File: config.mk
export PLATFORM = sky130hd
export DESIGN_NAME = seg_scan
export DESIGN_NICKNAME = d
export VERILOG_FILES = /design/src/rtl/seg_scan.sv
export SDC_FILE = /design/constraint.sdc
export NUM_CORES = 1
export LEC_CHECK = 0
export ABC_AREA = 1
export CAP_MARGIN = 20
export CELL_PAD_IN_SITES_DETAIL_PLACEMENT = 0
export CELL_PAD_IN_SITES_GLOBAL_PLACEMENT = 1
export CORE_MARGIN = 4
export CORE_UTILIZATION = 41
export CTS_CLUSTER_DIAMETER = 60
export DETAILED_ROUTE_END_ITERATION = 12
export PLACE_DENSITY_LB_ADDON = 0.3
export SLEW_MARGIN = 10
export SYNTH_ARGS = -nofsm -noshare
export SYNTH_HDL_FRONTEND = slang
export SYNTH_SLANG_ARGS = --single-unit
File: constraint.sdc
create_clock -name clk -period 2.6 [get_ports clk]
set_input_delay 0.26 -clock clk [delete_from_list [all_inputs] [get_ports clk]]
set_output_delay 0.26 -clock clk [all_outputs]
set_load 0.01 [all_outputs]
File: src/rtl/seg_scan.sv
// Multiplexed 7-segment scanner: snapshots a hex window once per frame, drives one
// digit per scan slot, and emits a free-running step pulse for the text rotator.
module seg_scan #(
  parameter int ND       = 8,
  parameter int SCAN_DIV = 50000,
  parameter int STEP_DIV = 25000000,
  parameter int BLANK    = 4'hA
) (
  input  logic            clk,
  input  logic            rst_n,
  input  logic [4*ND-1:0] din,
  input  logic            run,
  output logic [ND-1:0]   an,
  output logic [6:0]      seg,
  output logic            step,
  output logic            frame
);

  localparam int SW = (SCAN_DIV > 1) ? $clog2(SCAN_DIV) : 1;
  localparam int TW = (STEP_DIV > 1) ? $clog2(STEP_DIV) : 1;
  localparam int IW = (ND > 1) ? $clog2(ND) : 1;
  localparam logic [3:0] BLANK_NIB = 4'(BLANK);

  // Active-low hex font; the blank code (when in range) overrides the glyph.
  function automatic logic [6:0] decode(input logic [3:0] nib);
    if (BLANK <= 15 && int'(nib) == BLANK) return 7'h7F;
    case (nib)
      4'h0: return 7'h40;  4'h1: return 7'h79;  4'h2: return 7'h24;  4'h3: return 7'h30;
      4'h4: return 7'h19;  4'h5: return 7'h12;  4'h6: return 7'h02;  4'h7: return 7'h78;
      4'h8: return 7'h00;  4'h9: return 7'h10;  4'hA: return 7'h08;  4'hB: return 7'h03;
      4'hC: return 7'h46;  4'hD: return 7'h21;  4'hE: return 7'h06;  default: return 7'h0E;
    endcase
  endfunction

  logic [SW-1:0]   pre;
  logic [TW-1:0]   scnt;
  logic [IW-1:0]   idx;
  logic [IW-1:0]   nidx;
  logic [4*ND-1:0] snap;
  logic [3:0]      nib;
  logic            scan_tick;
  logic            wrap;
  logic            step_term;

  always_comb begin
    scan_tick = (pre == SW'(SCAN_DIV - 1));
    wrap      = (idx == IW'(ND - 1));
    nidx      = wrap ? '0 : idx + IW'(1);
    // At a wrap edge the new snapshot is din itself, so decode straight from it.
    nib       = wrap ? din[4*nidx +: 4] : snap[4*nidx +: 4];
    step_term = (scnt == TW'(STEP_DIV - 1));
  end

  // Scan slot: prescaler, digit index, snapshot and display registers.
  always_ff @(posedge clk) begin
    if (!rst_n) begin
      pre   <= '0;
      idx   <= IW'(ND - 1);
      snap  <= {ND{BLANK_NIB}};
      an    <= '1;
      seg   <= 7'h7F;
      frame <= 1'b0;
    end else begin
      frame <= 1'b0;
      if (scan_tick) begin
        pre <= '0;
        idx <= nidx;
        an  <= ~(ND'(1) << nidx);
        seg <= decode(nib);
        if (wrap) begin
          snap  <= din;
          frame <= 1'b1;
        end
      end else begin
        pre <= pre + SW'(1);
      end
    end
  end

  // Step pacing: counter only advances while run is high, and holds otherwise.
  always_ff @(posedge clk) begin
    if (!rst_n) begin
      scnt <= '0;
      step <= 1'b0;
    end else begin
      step <= run && step_term;
      if (run) scnt <= step_term ? '0 : scnt + TW'(1);
    end
  end

endmodule
==> results of run 1 <==
-- through the flow --
| step | cell area (um2) | util | hold WS (ns) | cells | total power, uW |
|---|---|---|---|---|---|
| after floorplan | 4630 | - | 0.401 | 661 | 1560 |
| after global placement | 5330 | 0.488 | 0.428 | 847 | 1640 |
| after detailed placement | 5330 | 0.488 | 0.446 | 847 | 1640 |
| after CTS | 5660 | 0.518 | 0.456 | 863 | 3080 |
| after global routing | 5700 | 0.521 | 0.475 | 865 | 3150 |
| final | 5700 | 0.521 | 0.456 | 865 | 3050 |
-- routing by layer --
layer / share of wire / wire, um / vias up
li1: - / - / 2274
met4: 0.011 / 121 / 0
met1: 0.49 / 5660 / 2014
met3: 0.043 / 490 / 10
met2: 0.45 / 5210 / 95
met5: 0 / 0 / -
-- critical path, delay by kind of cell (launching register included) --
kind | cells | cell delay, ns
simple gates | 10 | 0.99
fa+ha+maj | 3 | 0.63
flops | 1 | 0.35
buf+inv | 2 | 0.30
-- power by group through the flow --
stage	clock, uW	sequential (uW)	combinational [uW]
after floorplan	0	1470	88.1
after global placement	0	1470	171
after detailed placement	0	1470	173
after CTS	1470	1440	174
after global routing	1520	1440	194
final	1440	1440	172
-- sequential cells by signal, summed over array words and instances, names as in the netlist --
register	flops
an	8
pre	16
step	1
snap	32
seg	7
scnt	25
idx	3
frame	1
-- final timing paths --
| kind | end | slack, ns | start |
|---|---|---|---|
| worst min register to register | snap[10] | 0.46 | snap[10] |
| worst max register to register | seg[1] | 0.22 | idx[1] |
| worst min-delay path | snap[10] | 0.46 | snap[10] |
| worst max-delay path | seg[1] | 0.22 | idx[1] |
-- cell type report --
class	instances	area (um2)
Tap cell	140	175
Multi-Input combinational cell	460	2360
Inverter	87	327
Sequential cell	93	1860
Clock buffer	10	239
Timing Repair Buffer	69	653
Clock inverter	6	86.3
Fill cell	1113	5230
-- placed cells by master, fill, tap and decap left out, drive strengths merged --
| cell type | instances |
|---|---|
| inv | 85 |
| nor4 | 7 |
| nand3 | 71 |
| xor2 | 11 |
| clkbuf | 10 |
| o22ai | 1 |
| nor3b | 2 |
| ha | 15 |
| bufinv | 2 |
| a41oi | 1 |
| a22oi | 2 |
| nor3 | 14 |
| or2 | 5 |
| clkdlybuf4s50 | 51 |
| clkinv | 5 |
| a21oi | 46 |
| clkinvlp | 1 |
| and2 | 1 |
| dfxtp | 93 |
| xnor2 | 1 |
| o21ai | 35 |
| nor2 | 74 |
| a31oi | 10 |
| buf | 18 |
| nand2 | 143 |
| nand3b | 2 |
| a211oi | 1 |
| o211ai | 5 |
| nand4 | 13 |
-- cells by family after synthesis --
kind of cell | count (synthesis) | synth area share
AOI/OAI and AO/OA | 101 | 0.117
xor gates and xnor gates | 12 | 0.0227
adders and majority gates | 15 | 0.0405
buffers and inverters | 108 | 0.0934
DFF | 93 | 0.402
and+or+nand+nor | 332 | 0.325
-- timing repair --
action,in CTS,in global routing
setup buffers,0,2
setup endpoints to repair,0,6
gates resized for setup,0,7
==> flow_summary.yaml, run 1 <==
outcome:
  outcome: "finished, final reports clean"
global_routing:
  grt_usage: 0.182
  grt_pass1_wl_um: 19200
  grt_use_met3: 0.0386
  grt_pass1_vias: 4103
  use_met1: 0.246
  grt_overflow: 0
  grtUsageMet2: 0.290
  busiest_layer: "met2"
  antenna_found_initial: 0
  grt_start_max_net_pins: 36
job:
  cap_violations: 0
clock_tree:
  ctsHoldBuffers: 0
  clk_pin_slew_worst_paths_ns: 0.07
  tritoncts: "done"
  htreeDepth: 3
  cts_buffer_depth: 2
  cts_made_buffers: 9
  insertion_delay_ns: 0.35
  cts-root-buf: "clkbuf_16"
  cts.sinks: 93
routing:
  num_vias: 4393
  first_pass_iters: 4
  drtAntennaViolNets: 0
  wl_um: 11500
  wl_per_cell_um: 13.3
  viasPerCell: 5.08
  drc_errors: 0
  drt_iter0_markers: 228
logic_synthesis:
  synth-seq-area-share: 0.402
  synth_cell_types: 39
  syn_avg_cell_area_um2: 7.01
  synth_nets: 711
  synth_area_mm2: 0.00463
  yosysWarnings: 0
  syn_inst: 661
  yosys-top-cells-count: "135 x nand2_1, 93 x dfxtp_1, 80 x inv_1"
  netlist.area_leader.share: 0.402
  ys_seq_elements: 93
  synth_area_leaders: "dfxtp_1 40%, nand2_1 11%, nand3_1 7.5%"
  synth_edf_count: 0
  ys.flop_type: "dfxtp_1"
  synth.most_common_cell: "nand2_1"
  synthArstFlopShare: 0
  yosysTopAreaCell: "dfxtp_1"
timing:
  finalHoldViolCount: 0
  fin_ws_ns: 0.216
  finalCriticalPeriod_ns: 2.38
  finClkSkew_ns: 0.00809
  fin_crit_sh: 0.917
  setup_viol: 0
  fin_tns_setup_ns: 0
  rsz0062_at_grt: "false"
  max_freq_mhz: 419
  slew_violations: 0
  slew_headroom: 0.619
  tightest_slew_ns: 0.569
placement:
  portBuffers: 51
  dp_hpwl_um: 8530
  preCtsSetupSlack_ns: 0.133
  gp_congestion: 0.852
hold_path:
  hold_depth: 2
  hp-class: "reg -> reg"
critical_path:
  crit_path_top_delay_cell: "dfxtp_1"
  critPathMaxFanout: 12
  crit_path_frequent_cell: "nand2_1"
  cp_data_required_time_ns: 2.84
  worstSetupStartpointType: "register"
  crit_path_max_incr_delay_ns: 0.35
  arrival_ns: 2.63
  crit_chain: "ha_1 > ha_2 > inv_2 > nand2_2 > nand3_1 > nand2_1 > nand2_1 > inv_1 > ha_1 > nand3_1 > nand2_1 > nand2_2 > nand2_1 > nor2_1 > nor2_1"
  r2r_cells: 15
  critical_path_class: "reg -> reg"
  end_kind: "register"
cells_and_area:
  nets: 770
  antenna_cells: 0
  drive_above_1_share: 0.0883
  syn2layout_area_growth_pct: 23.0
floorplan:
  rows: 38
  num_io_pins: 52
  die_w_um: 114
  dieArea_mm2: 0.0131
  core_area_mm2: 0.0109
  die_height_um: 114
  initial_utilization: 0.424
pwr:
  ir_drop_mv: 0.352
  pwr-share-seq: 0.471
  swShare: 0.218
  cellLeakagePower_uw: 0.00230
  power_density_mw_per_mm2: 534
  power_frac_clock: 0.472
  p_int_uw: 2380
  p_comb_frac: 0.057
  p_sw_uw: 666
(Power assumes the default switching activity.)
==> inputs of run 2 (changes only) <==
--- a/config.mk
+++ b/config.mk
@@ -9,8 +9,9 @@
 export CAP_MARGIN = 20
 export CELL_PAD_IN_SITES_DETAIL_PLACEMENT = 0
 export CELL_PAD_IN_SITES_GLOBAL_PLACEMENT = 1
+export CORE_ASPECT_RATIO = 0.9
 export CORE_MARGIN = 4
-export CORE_UTILIZATION = 41
+export CORE_UTILIZATION = 30
 export CTS_CLUSTER_DIAMETER = 60
 export DETAILED_ROUTE_END_ITERATION = 12
 export PLACE_DENSITY_LB_ADDON = 0.3
==> run 2 against run 1 <==
Cell count up 6.4%. Setup slack improved by 0.011 ns. Clock skew is 0.0021 ns higher. Combinational power hardly changed. Flip-flop and latch count stayed put. Sequential power is essentially flat. Largest cell class unchanged. Sequential share of layout area decreased by 0.18 points. Highest routed layer unchanged. Largest power group unchanged. Count of clock-buffer cells in the layout up 1.
==> flow_summary.yaml, run 2 (same netlist as run 1, synthesis figures left out) <==
outcome:
  outcome: "finished, final reports clean"
critical_path:
  critPathMaxFanout: 20
  r2r_setup_slack_ns: 0.23
  worstSetupStartpointType: "register"
  cp_data_required_time_ns: 2.85
  crit_path_max_incr_delay_ns: 0.38
  critical_path_class: "reg -> reg"
  end_kind: "register"
  crit_chain: "ha_1 > ha_4 > buf_4 > nand2_1 > nand2_1 > nand2_1 > nand3_1 > nand2_1 > nand2_1 > inv_1 > ha_1 > inv_1 > nand3_1 > nand3_1 > nand3_1 > nand2_1 > inv_1"
  crit_path_top_delay_cell: "dfxtp_2"
  crit_path_frequent_cell: "nand2_1"
  arrival_ns: 2.62
routing:
  wl_um: 11900
  viasPerCell: 4.66
  num_vias: 4284
  drtAntennaViolNets: 0
  first_pass_iters: 6
  drc_errors: 0
  wl_per_cell_um: 13.0
  drt_iter0_markers: 270
placement:
  portBuffers: 51
  gp_congestion: 0.840
  place_inst: 905
  dp_hpwl_um: 8840
  preCtsSetupSlack_ns: 0.0381
  placed_cell_area_mm2: 0.00542
hold_path:
  hp-class: "reg -> reg"
clock_tree:
  htreeDepth: 3
  cts_buffer_depth: 2
  tritoncts: "done"
  cts_made_buffers: 9
  insertion_delay_ns: 0.35
  cts.sinks: 93
  clk_pin_slew_worst_paths_ns: 0.07
  ctsHoldBuffers: 0
  cts-root-buf: "clkbuf_16"
pwr:
  ir_drop_mv: 0.361
  power_density_mw_per_mm2: 508
  cellLeakagePower_uw: 0.00230
cells_and_area:
  n_fill_cell: 1591
  antenna_cells: 0
  largest-register: "snap"
  final_common_cell: "nand2_1"
  top_regs: "snap: 32 flops, scnt: 25 flops, pre: 16 flops"
  largest_reg_flops: 32
  nets: 768
  final_area_mm2: 0.00574
  final_cell_mix: "135 x nand2_1, 91 x dfxtp_1, 80 x inv_1, 70 x nor2_1, 69 x nand3_1"
  final_cells: 920
  syn2layout_area_growth_pct: 23.9
  drive_above_1_share: 0.0803
global_routing:
  grt_overflow: 0
  antenna_found_initial: 0
  grt_pass1_wl_um: 20300
  grt_pass1_vias: 4179
  grt_usage: 0.140
  grt_start_max_net_pins: 23
floorplan:
  initial_utilization: 0.311
  rows: 42
  num_io_pins: 52
  die_height_um: 126
  core_area_mm2: 0.0149
  dieArea_mm2: 0.0175
  die_w_um: 139
timing:
  fin_tns_setup_ns: 0
  setup_viol: 0
  finClkSkew_ns: 0.0102
  whs_ns: 0.448
  slew_headroom: 0.625
  fin_ws_ns: 0.227
  tightest_slew_ns: 0.560
  max_freq_mhz: 421
  finalCriticalPeriod_ns: 2.37
  fin_crit_sh: 0.913
  finalHoldViolCount: 0
  slew_violations: 0
job:
  cap_violations: 0
## run 2: changes by cell type in the layout (fill, tap and decap cells not counted), moves of 2 or more
cell	delta
dfxtp_1	-2
dfxtp_2	+2
o21ai_1	+3
o21ai_0	-3
clkbuf_1	+2
buf_6	-2
buf_4	-2
nand2_2	-2
## run 2: area by class of cell
cell class	instances	area (um2)	area share
multi-input combinational	460	2370	0.413
inverter	87	327	0.0569
clock buffer	11	233	0.0405
sequential	93	1860	0.325
tap	198	248	0.0432
clock inverter	4	48.8	0.00850
timing repair buffer	67	651	0.113
## run 2: final timing paths
| kind | start | end | cells after the start |
|---|---|---|---|
| max | idx[0] | seg[0] | 17 |
| min | pre[0] | pre[0] | 1 |
| min reg2reg | pre[0] | pre[0] | 1 |
| max reg2reg | idx[0] | seg[0] | 17 |
## run 2: where the power goes
part           total, uW  switching, uW  internal [uW]
Clock               1300            561            741
Combinational        175           90.9           84.3
Sequential          1440           5.24           1430
## run 2: through the flow
step            util  total power (uW)
2_1_floorplan      -              1560
3_3_place_gp   0.363              1640
3_5_place_dp   0.363              1640
4_1_cts        0.382              2960
5_1_grt        0.385              3030
6_report       0.385              2910
## run 2: worst max-delay path, delay by kind of cell, from the launching register on
family / cells / cell delay (ns)
simple gates: 10 / 0.82
fa+ha+maj: 3 / 0.59
buf+inv: 4 / 0.49
flops: 1 / 0.38
## run 2: repair_timing
action                     4_1_cts  5_1_grt
resized for setup                0       12
buffers inserted                 0        0
setup endpoints to repair        0        7
## run 2: per-layer routing
layer  vias to the layer above  GRT usage  share of wire
met3                        15     0.0417          0.041
li1                       2262          -              -
met5                         -          0              0
met4                         0     0.0351          0.011
met1                      1929      0.195           0.53
met2                        78      0.212           0.42
==> inputs of run 3 (changes only) <==
==> config.mk (replaced) <==
export PLATFORM = sky130hd
export DESIGN_NAME = seg_scan
export DESIGN_NICKNAME = d
export VERILOG_FILES = /design/src/rtl/seg_scan.sv
export SDC_FILE = /design/constraint.sdc
export NUM_CORES = 1
export LEC_CHECK = 0
export ABC_AREA = 1
export CAP_MARGIN = 40
export CELL_PAD_IN_SITES_DETAIL_PLACEMENT = 2
export CELL_PAD_IN_SITES_GLOBAL_PLACEMENT = 2
export CORE_ASPECT_RATIO = 0.9
export CORE_MARGIN = 4
export CORE_UTILIZATION = 30
export CTS_CLUSTER_DIAMETER = 60
export DETAILED_ROUTE_END_ITERATION = 12
export PLACE_DENSITY_LB_ADDON = 0.3
export SLEW_MARGIN = 20
export SYNTH_ARGS = -nofsm -noshare
export SYNTH_HDL_FRONTEND = slang
export SYNTH_SLANG_ARGS = --single-unit
==> run 3 against run 2 <==
Cell count rose by 0.54%. Count of clock-buffer cells in the layout did not move. Wire length rose by 27%. Critical path depth rose by 1. Sequential share of layout area fell by 0.58 points. Hold slack improved by 0.0097 ns.
==> flow_summary.yaml, run 3 (same netlist as run 1, synthesis figures left out) <==
outcome:
  outcome: "finished, final reports clean"
routing:
  drt_iter0_markers: 185
  viasPerCell: 4.96
  drtAntennaViolNets: 0
  wl_per_cell_um: 16.4
  wl_um: 15100
  num_vias: 4585
  first_pass_iters: 4
  drc_errors: 0
cells_and_area:
  largest_reg_flops: 32
  syn2layout_area_growth_pct: 26.1
  utilization: 0.392
  n_fill_cell: 1777
  antenna_cells: 0
  nets: 772
  top_regs: "snap: 32 flops, scnt: 25 flops, pre: 16 flops"
  largest-register: "snap"
  drive_above_1_share: 0.105
  final_cell_mix: "132 x nand2_1, 91 x dfxtp_1, 76 x inv_1, 68 x nand3_1, 68 x nor2_1"
  multiInputGateArea_mm2: 0.00239
  final-seq-area_mm2: 0.00186
  final_common_cell: "nand2_1"
global_routing:
  grt_overflow: 0
  antenna_found_initial: 0
  grt_usage: 0.181
  grt_pass1_wl_um: 26000
  grt_pass1_vias: 5116
  grt_start_max_net_pins: 23
job:
  cap_violations: 0
clock_tree:
  clk_pin_slew_worst_paths_ns: 0.07
  cts_made_buffers: 9
  tritoncts: "done"
  cts.sinks: 93
  cts-root-buf: "clkbuf_16"
  insertion_delay_ns: 0.36
  ctsHoldBuffers: 0
  cts_buffer_depth: 2
  htreeDepth: 3
timing:
  tightest_slew_ns: 0.604
  slew_headroom: 0.596
  max_freq_mhz: 421
  finClkSkew_ns: 0.00763
  fin_ws_ns: 0.222
  fin_tns_setup_ns: 0
  setup_viol: 0
  whs_ns: 0.457
  finalHoldViolCount: 0
  fin_crit_sh: 0.915
  finalCriticalPeriod_ns: 2.38
  slew_violations: 0
critical_path:
  cp_data_required_time_ns: 2.89
  crit_chain: "buf_4 > clkinvlp_4 > ha_4 > buf_12 > inv_6 > nand2_1 > nand3_1 > nand2_1 > inv_1 > nand2_1 > nand2_2 > inv_2 > ha_1 > inv_1 > nor2_2 > nor2_1 > nand2_1 > a21oi_2"
  end_kind: "register"
  critical_path_class: "reg -> reg"
  crit_path_max_incr_delay_ns: 0.34
  critPathMaxFanout: 15
  crit_path_top_delay_cell: "dfxtp_2"
  arrival_ns: 2.67
  worstSetupStartpointType: "register"
  crit_path_frequent_cell: "nand2_1"
placement:
  gp_congestion: 0.810
  dp_hpwl_um: 11500
  preCtsSetupSlack_ns: -0.0741
  portBuffers: 51
floorplan:
  die_height_um: 126
  initial_utilization: 0.311
  rows: 42
  dieArea_mm2: 0.0175
  die_w_um: 139
  core_area_mm2: 0.0149
  num_io_pins: 52
pwr:
  finalPower_uw: 3110
  power_density_mw_per_mm2: 533
  ir_drop_mv: 0.347
  cellLeakagePower_uw: 0.00231
hold_path:
  hp-class: "reg -> reg"
-- run 3: changes by cell type in the layout (fill, tap and decap cells not counted), moves of 2 or more --
cell	change
buf_4	+5
clkbuf_1	-2
clkbuf_8	+2
clkinvlp_4	+2
inv_1	-4
inv_2	+2
nand2_1	-3
nand2_2	+3
nor2_1	-2
nor2_2	+2
-- run 3: routing by layer --
metal | vias up | track usage | wire (um)
li1 | 2279 | - | -
met1 | 2237 | 0.221 | 6920
met2 | 57 | 0.323 | 7630
met3 | 12 | 0.0497 | 462
met4 | 0 | 0.0357 | 134
met5 | - | 0 | 0
-- run 3: per-stage QoR --
stage / cell area (um2) / std cells
2_1_floorplan: 4630 / 661
3_3_place_gp: 5430 / 908
3_5_place_dp: 5430 / 908
4_1_cts: 5770 / 924
5_1_grt: 5850 / 925
6_report: 5850 / 925
-- run 3: critical path, delay by kind of cell, from the launching register on --
| kind | cells | cell delay, ns |
|---|---|---|
| compound gates | 1 | 0.15 |
| buf+inv | 7 | 0.71 |
| flops | 1 | 0.34 |
| simple gates | 8 | 0.55 |
| fa+ha+maj | 2 | 0.55 |
-- run 3: layout make-up --
class | instances | area share
Multi-Input combinational cell | 460 | 0.409
Clock inverter | 5 | 0.0139
Sequential cell | 93 | 0.319
Inverter | 87 | 0.0574
Timing Repair Buffer | 71 | 0.115
Clock buffer | 11 | 0.0432
Tap cell | 198 | 0.0424
-- run 3: path summary, 6_finish.rpt --
check,from,endpoint,slack [ns],depth (start not counted)
setup reg to reg,idx[0],seg[3],0.22,18
hold / removal,snap[10],snap[10],0.46,2
hold reg to reg,snap[10],snap[10],0.46,2
setup / recovery,idx[0],seg[3],0.22,18
-- run 3: timing repair --
action                                  4_1_cts  5_1_grt
setup buffers                                 0        1
gates resized for setup                       4       21
endpoints found under the setup margin        6        7
cloned                                        0        0
pin swaps                                     0        3
-- run 3: where the power goes --
group	switching (uW)	leakage, uW	internal, uW
sequential	5.82	0.000750	1430
combinational	101	0.00140	85.6
clock	595	0.000162	897
==> RTL change 1: new RTL, settings of run 1 <==
Remove the register `step`: a continuous assignment takes its place, so the output `step` follows one clock earlier.
--- a/src/rtl/seg_scan.sv
+++ b/src/rtl/seg_scan.sv
@@ -81,11 +81,11 @@
   always_ff @(posedge clk) begin
     if (!rst_n) begin
       scnt <= '0;
-      step <= 1'b0;
     end else begin
-      step <= run && step_term;
       if (run) scnt <= step_term ? '0 : scnt + TW'(1);
     end
   end
 
+  assign step = run && step_term;
+
 endmodule
Check against the original RTL: no difference found for any inputs over 10 cycles, from zero or initial values and one cycle with rst_n low; that may be too few to reach the edited logic, so the function may still have changed.
==> RTL change 1 against run 1 <==
Core utilization down 2.0 points; synthesized area up 2.8%; sequential cell count down 1; critical path type unchanged; final cell count up 1.2%; via count down 1.1%; worst setup slack better by 16 ps; final area up 0.50%; power down 0.53%; routed wire length down 0.59%; highest routed layer unchanged.
==> RTL change 1: results (changes against run 1) <==
status=finished, final reports clean; Placer Congestion=0.879 (+3.2%); ratio of cells with drive above 1 in the final layout=10.8% (+2.0 points); vias in the first global route=4,086 (-0.41%); Hold Crit Start=pre[0]; fillers=1,159 (+4.1%); Rel. slew slack=62.0% (about the same); pre-CTS setup slack=116 ps (-17.2 ps); nets@finish=777 (+0.91%); clk_skew=9.53 ps (+1.44 ps); CP arrival=2600 ps (-30 ps); HPWL Detailed=8620 um (+1.0%); WL final=11,400 um (-0.59%); pin count of the biggest net entering global routing=30 (-17%); total number of vias=4,343 (-1.1%); most frequent cells after synthesis=159 x nand2_1, 92 x dfxtp_1, 84 x nor2_1, 69 x inv_1, 55 x nand3_1; first-pass iteration count of the detailed router=5 (+1); Yosys cell types=45 (+15%); CP max FO=11 (-1); Iteration-0 DRC Markers=247 (+8.3%); global-route wire length before repair=19,700 um (+2.6%); syn_nets=727 (+2.3%); maximum VDD drop=0.332 mV (-5.6%); sequential-to-total area share from yosys stat=38.7% (-1.5 points); total track usage=18.4% (+0.24 points); largest cells by area after synthesis=dfxtp_1 39%, nand2_1 13%, nor2_1 6.6%, nand3_1 5.8%, inv_1 5.4%
## RTL change 1: cell families after synthesis
group,share of synthesized area [%]
AND/OR/NAND/NOR,35.7
buffers and inverters,9.69
flip-flops,38.7
AO/OA/AOI/OAI,9.59
adder cells (fa/ha/maj),3.94
XOR/XNOR,2.39
## RTL change 1: power by group through the flow
stage / sequential (mW) / clock [mW] / combinational [mW]
6_report: 1.42 / 1.44 / 0.170
5_1_grt: 1.42 / 1.55 / 0.191
4_1_cts: 1.42 / 1.49 / 0.172
3_5_place_dp: 1.45 / 0 / 0.170
3_3_place_gp: 1.45 / 0 / 0.169
2_1_floorplan: 1.45 / 0 / 0.0908
## RTL change 1: cell type report
class / instances / share of cell area, %
well taps: 143 / 3.12
flip-flops and latches: 92 / 32.2
clock inverters: 6 / 1.68
repair buffers: 62 / 10.6
clock buffers: 10 / 4.00
inverters: 82 / 5.50
multi-input cells: 480 / 43.0
## RTL change 1: critical path, cell delays in order, from the launching register on
cell      delay (ps)
dfxtp_1          380
inv_1            100
ha_1             320
buf_4            190
o211ai_1         170
nand2_1           70
inv_1             50
nand2_1           50
nand2_2          130
inv_2             80
ha_1             190
nand3_1           80
nand2_1           80
nand2_2          140
nand2_1           70
nor2_1           100
nor2_1            50
## RTL change 1: final timing paths
check | end | slack [ps] | depth (start not counted)
min | pre[0] | 450 | 1
max reg2reg | seg[1] | 230 | 16
min reg2reg | pre[0] | 450 | 1
max | seg[1] | 230 | 16
## RTL change 1: metrics by stage
step / utilization (%) / instance area [um2] / std cells
finish: 50.2 / 5730 / 875
CTS: 50.1 / 5720 / 875
floorplan: - / 4760 / 677
detailed placement: 47.3 / 5400 / 859
global route: 50.2 / 5730 / 875
global placement: 47.3 / 5400 / 859
## RTL change 1: metal layers
layer	GRT usage [%]	vias up	part of all wire, %
met4	6.50	0	1.9
li1	-	2279	-
met2	30.9	87	49
met5	0	-	0
met3	4.80	17	3.5
met1	22.9	1960	46
==> RTL change 2: new RTL, settings of run 1 <==
Without the edit above. The parameter `SCAN_DIV` goes from 50000 to 200000.
--- a/src/rtl/seg_scan.sv
+++ b/src/rtl/seg_scan.sv
@@ -2,7 +2,7 @@
 // digit per scan slot, and emits a free-running step pulse for the text rotator.
 module seg_scan #(
   parameter int ND       = 8,
-  parameter int SCAN_DIV = 50000,
+  parameter int SCAN_DIV = 200000,
   parameter int STEP_DIV = 25000000,
   parameter int BLANK    = 4'hA
 ) (
Function: no difference found for any inputs over 10 cycles, from zero or initial values and one cycle with rst_n low; that may be too few to reach the edited logic, so the function may still have changed.
==> RTL change 2 against run 1 <==
Global-route usage is 0.068 points higher; non-clock buffer count is 6 lower; maximum frequency is 3.7% higher; power is 6.3% lower; synthesized area is 3.6% higher; die area is 3.3% higher; sequential cell count is 2 higher; final area is 0.44% higher; worst setup slack better by 85 ps; sequential share of layout area is 0.56 points higher; hold slack better by 12 ps; routed wire length is 0.30% higher; critical endpoint is now seg[3].
==> RTL change 2: results (changes against run 1) <==
antenna fix cells=0 (unchanged); mapped cell area=4800 um2 (+3.6%); first-pass iteration count of the detailed router=7 (+3); Register Area=1900 um2 (+2.2%); status=finished, final reports clean; fillers=1,157 (+4.0%); Leak=2.36 nW (+2.6%); initial antenna violation count=0 (unchanged); nets@finish=792 (+2.9%); IO Port Bufs=51 (unchanged); total number of yosys warnings=0 (unchanged); R2R Setup Slk=300 ps (+90 ps); Iteration-0 DRC Markers=266 (+17%); Clock Path Buffers=2 (unchanged); Finished Layout Cells=888 (+2.7%); cts hold-fix bufs=0 (unchanged); WL final=11,500 um (+0.30%); Post-CTS Resized=0 (unchanged); Hold Path Class=reg2reg; Placed Area=5420 um2 (+1.6%); Critical-path top delay cell=dfxtp_1; sequential-to-total area share from yosys stat=39.6% (-0.56 points); cell count after synthesis=690 (+4.4%); pin count of the biggest net entering global routing=36 (unchanged); syn avg cell area=6.96 um2 (-0.76%); sw frac=21.8% (-0.035 points); maximum VDD drop=0.523 mV (+49%); global-route wire length before repair=19,500 um (+1.8%); CTS root buffer=clkbuf_16; FF-to-FF Start=idx[0]; largest cells by area after synthesis=dfxtp_1 40%, nand2_1 15%, nor2_1 7.9%, nand3_1 7.2%, ha_1 3.9%; total track usage=18.2% (+0.068 points); Worst-Margin Slew=558 ps (-11.5 ps); placed cells=874 (+3.2%); async set or reset register ratio after synthesis=0% (unchanged); Reg clk slew, reported paths=60 ps; CP arrival=2550 ps (-80 ps); ratio of cells with drive above 1 in the final layout=8.59% (-0.24 points); H-tree depth=3 (unchanged); Yosys cell types=39 (unchanged); vias in the first global route=4,194 (+2.2%); CP max FO=10 (-2); clk_skew=5.44 ps (-2.65 ps); syn_nets=740 (+4.1%); most frequent cells after synthesis=192 x nand2_1, 101 x nor2_1, 95 x dfxtp_1, 69 x nand3_1, 49 x inv_1; Hold Crit Start=pre[0]; HPWL Detailed=8390 um (-1.7%); CP max stage delay=330 ps (-20 ps); post-CTS setup buffer count=0 (unchanged); biggest regs=snap: 32 flops, scnt: 25 flops, pre: 18 flops; Placer Congestion=0.802 (-5.9%); total number of vias=4,403 (+0.23%); CP Launch Type=register; clock latency on the worst-skew pair=350 ps (about the same); CTS buffer count=9 (unchanged)
[RTL change 2: cell types whose count changed in the layout (fill, tap and decap cells not counted), moves of 6 or more]
cell | before | now
nand2_1 | 134 | 190
buf_4 | 16 | 10
inv_1 | 79 | 48
a31oi_1 | 10 | 4
nand4_1 | 13 | 5
nor2_1 | 69 | 101
o21ai_0 | 34 | 23
a21oi_1 | 46 | 29
[RTL change 2: power by group through the flow]
stage	clock (mW)	sequential, mW	combinational (mW)
after global routing	1.32	1.47	0.191
final	1.22	1.47	0.169
after global placement	0	1.50	0.167
after detailed placement	0	1.50	0.169
after CTS	1.26	1.47	0.170
after floorplan	0	1.50	0.0920
[RTL change 2: logic make-up (layout without fill, tap and decap cells)]
family                     count (synthesis)  in the layout  share of synthesized area (%)
adders and majority gates                 15             15                           3.91
xor gates and xnor gates                  10             10                           1.82
and+or+nand+nor                          424            424                           39.3
AOI/OAI and AO/OA                         64             64                           7.32
DFF                                       95             95                           39.6
buffers and inverters                     82            137                           8.05
[RTL change 2: layout make-up]
cell class | instances | area share (%)
Tap cell | 143 | 3.12
Timing Repair Buffer | 63 | 10.6
Multi-Input combinational cell | 513 | 44.4
Clock buffer | 13 | 4.54
Clock inverter | 1 | 0.0874
Inverter | 60 | 4.02
Sequential cell | 95 | 33.2
[RTL change 2: final timing paths]
path / endpoint / cells after the start
worst max-delay path: seg[3] / 18
worst min-delay path: pre[0] / 1
worst max register to register: seg[3] / 18
worst min register to register: pre[0] / 1
[RTL change 2: critical path, delay by kind of cell (launching register included)]
family / cells / cell delay, ps
adder cells (fa/ha/maj): 2 / 480
buffers and inverters: 7 / 680
flip-flops: 1 / 330
AND/OR/NAND/NOR: 9 / 710
[RTL change 2: stage by stage]
| step | total power, mW | hold WS (ps) | worst slack [ps] |
|---|---|---|---|
| 2_1_floorplan | 1.59 | 373 | 148 |
| 3_3_place_gp | 1.67 | 441 | 120 |
| 3_5_place_dp | 1.67 | 451 | 67.5 |
| 4_1_cts | 2.89 | 467 | 44.9 |
| 5_1_grt | 2.98 | 480 | 31.3 |
| 6_report | 2.85 | 468 | 301 |
[RTL change 2: per-layer routing]
metal  vias to the layer above  global-route usage (%)  part of all wire (%)
li1                       2319                       -                     -
met1                      2018                    22.3                    46
met2                        55                    31.1                    49
met3                        11                    5.18                   4.0
met4                         0                    5.57                   1.2
met5                         -                       0                     0
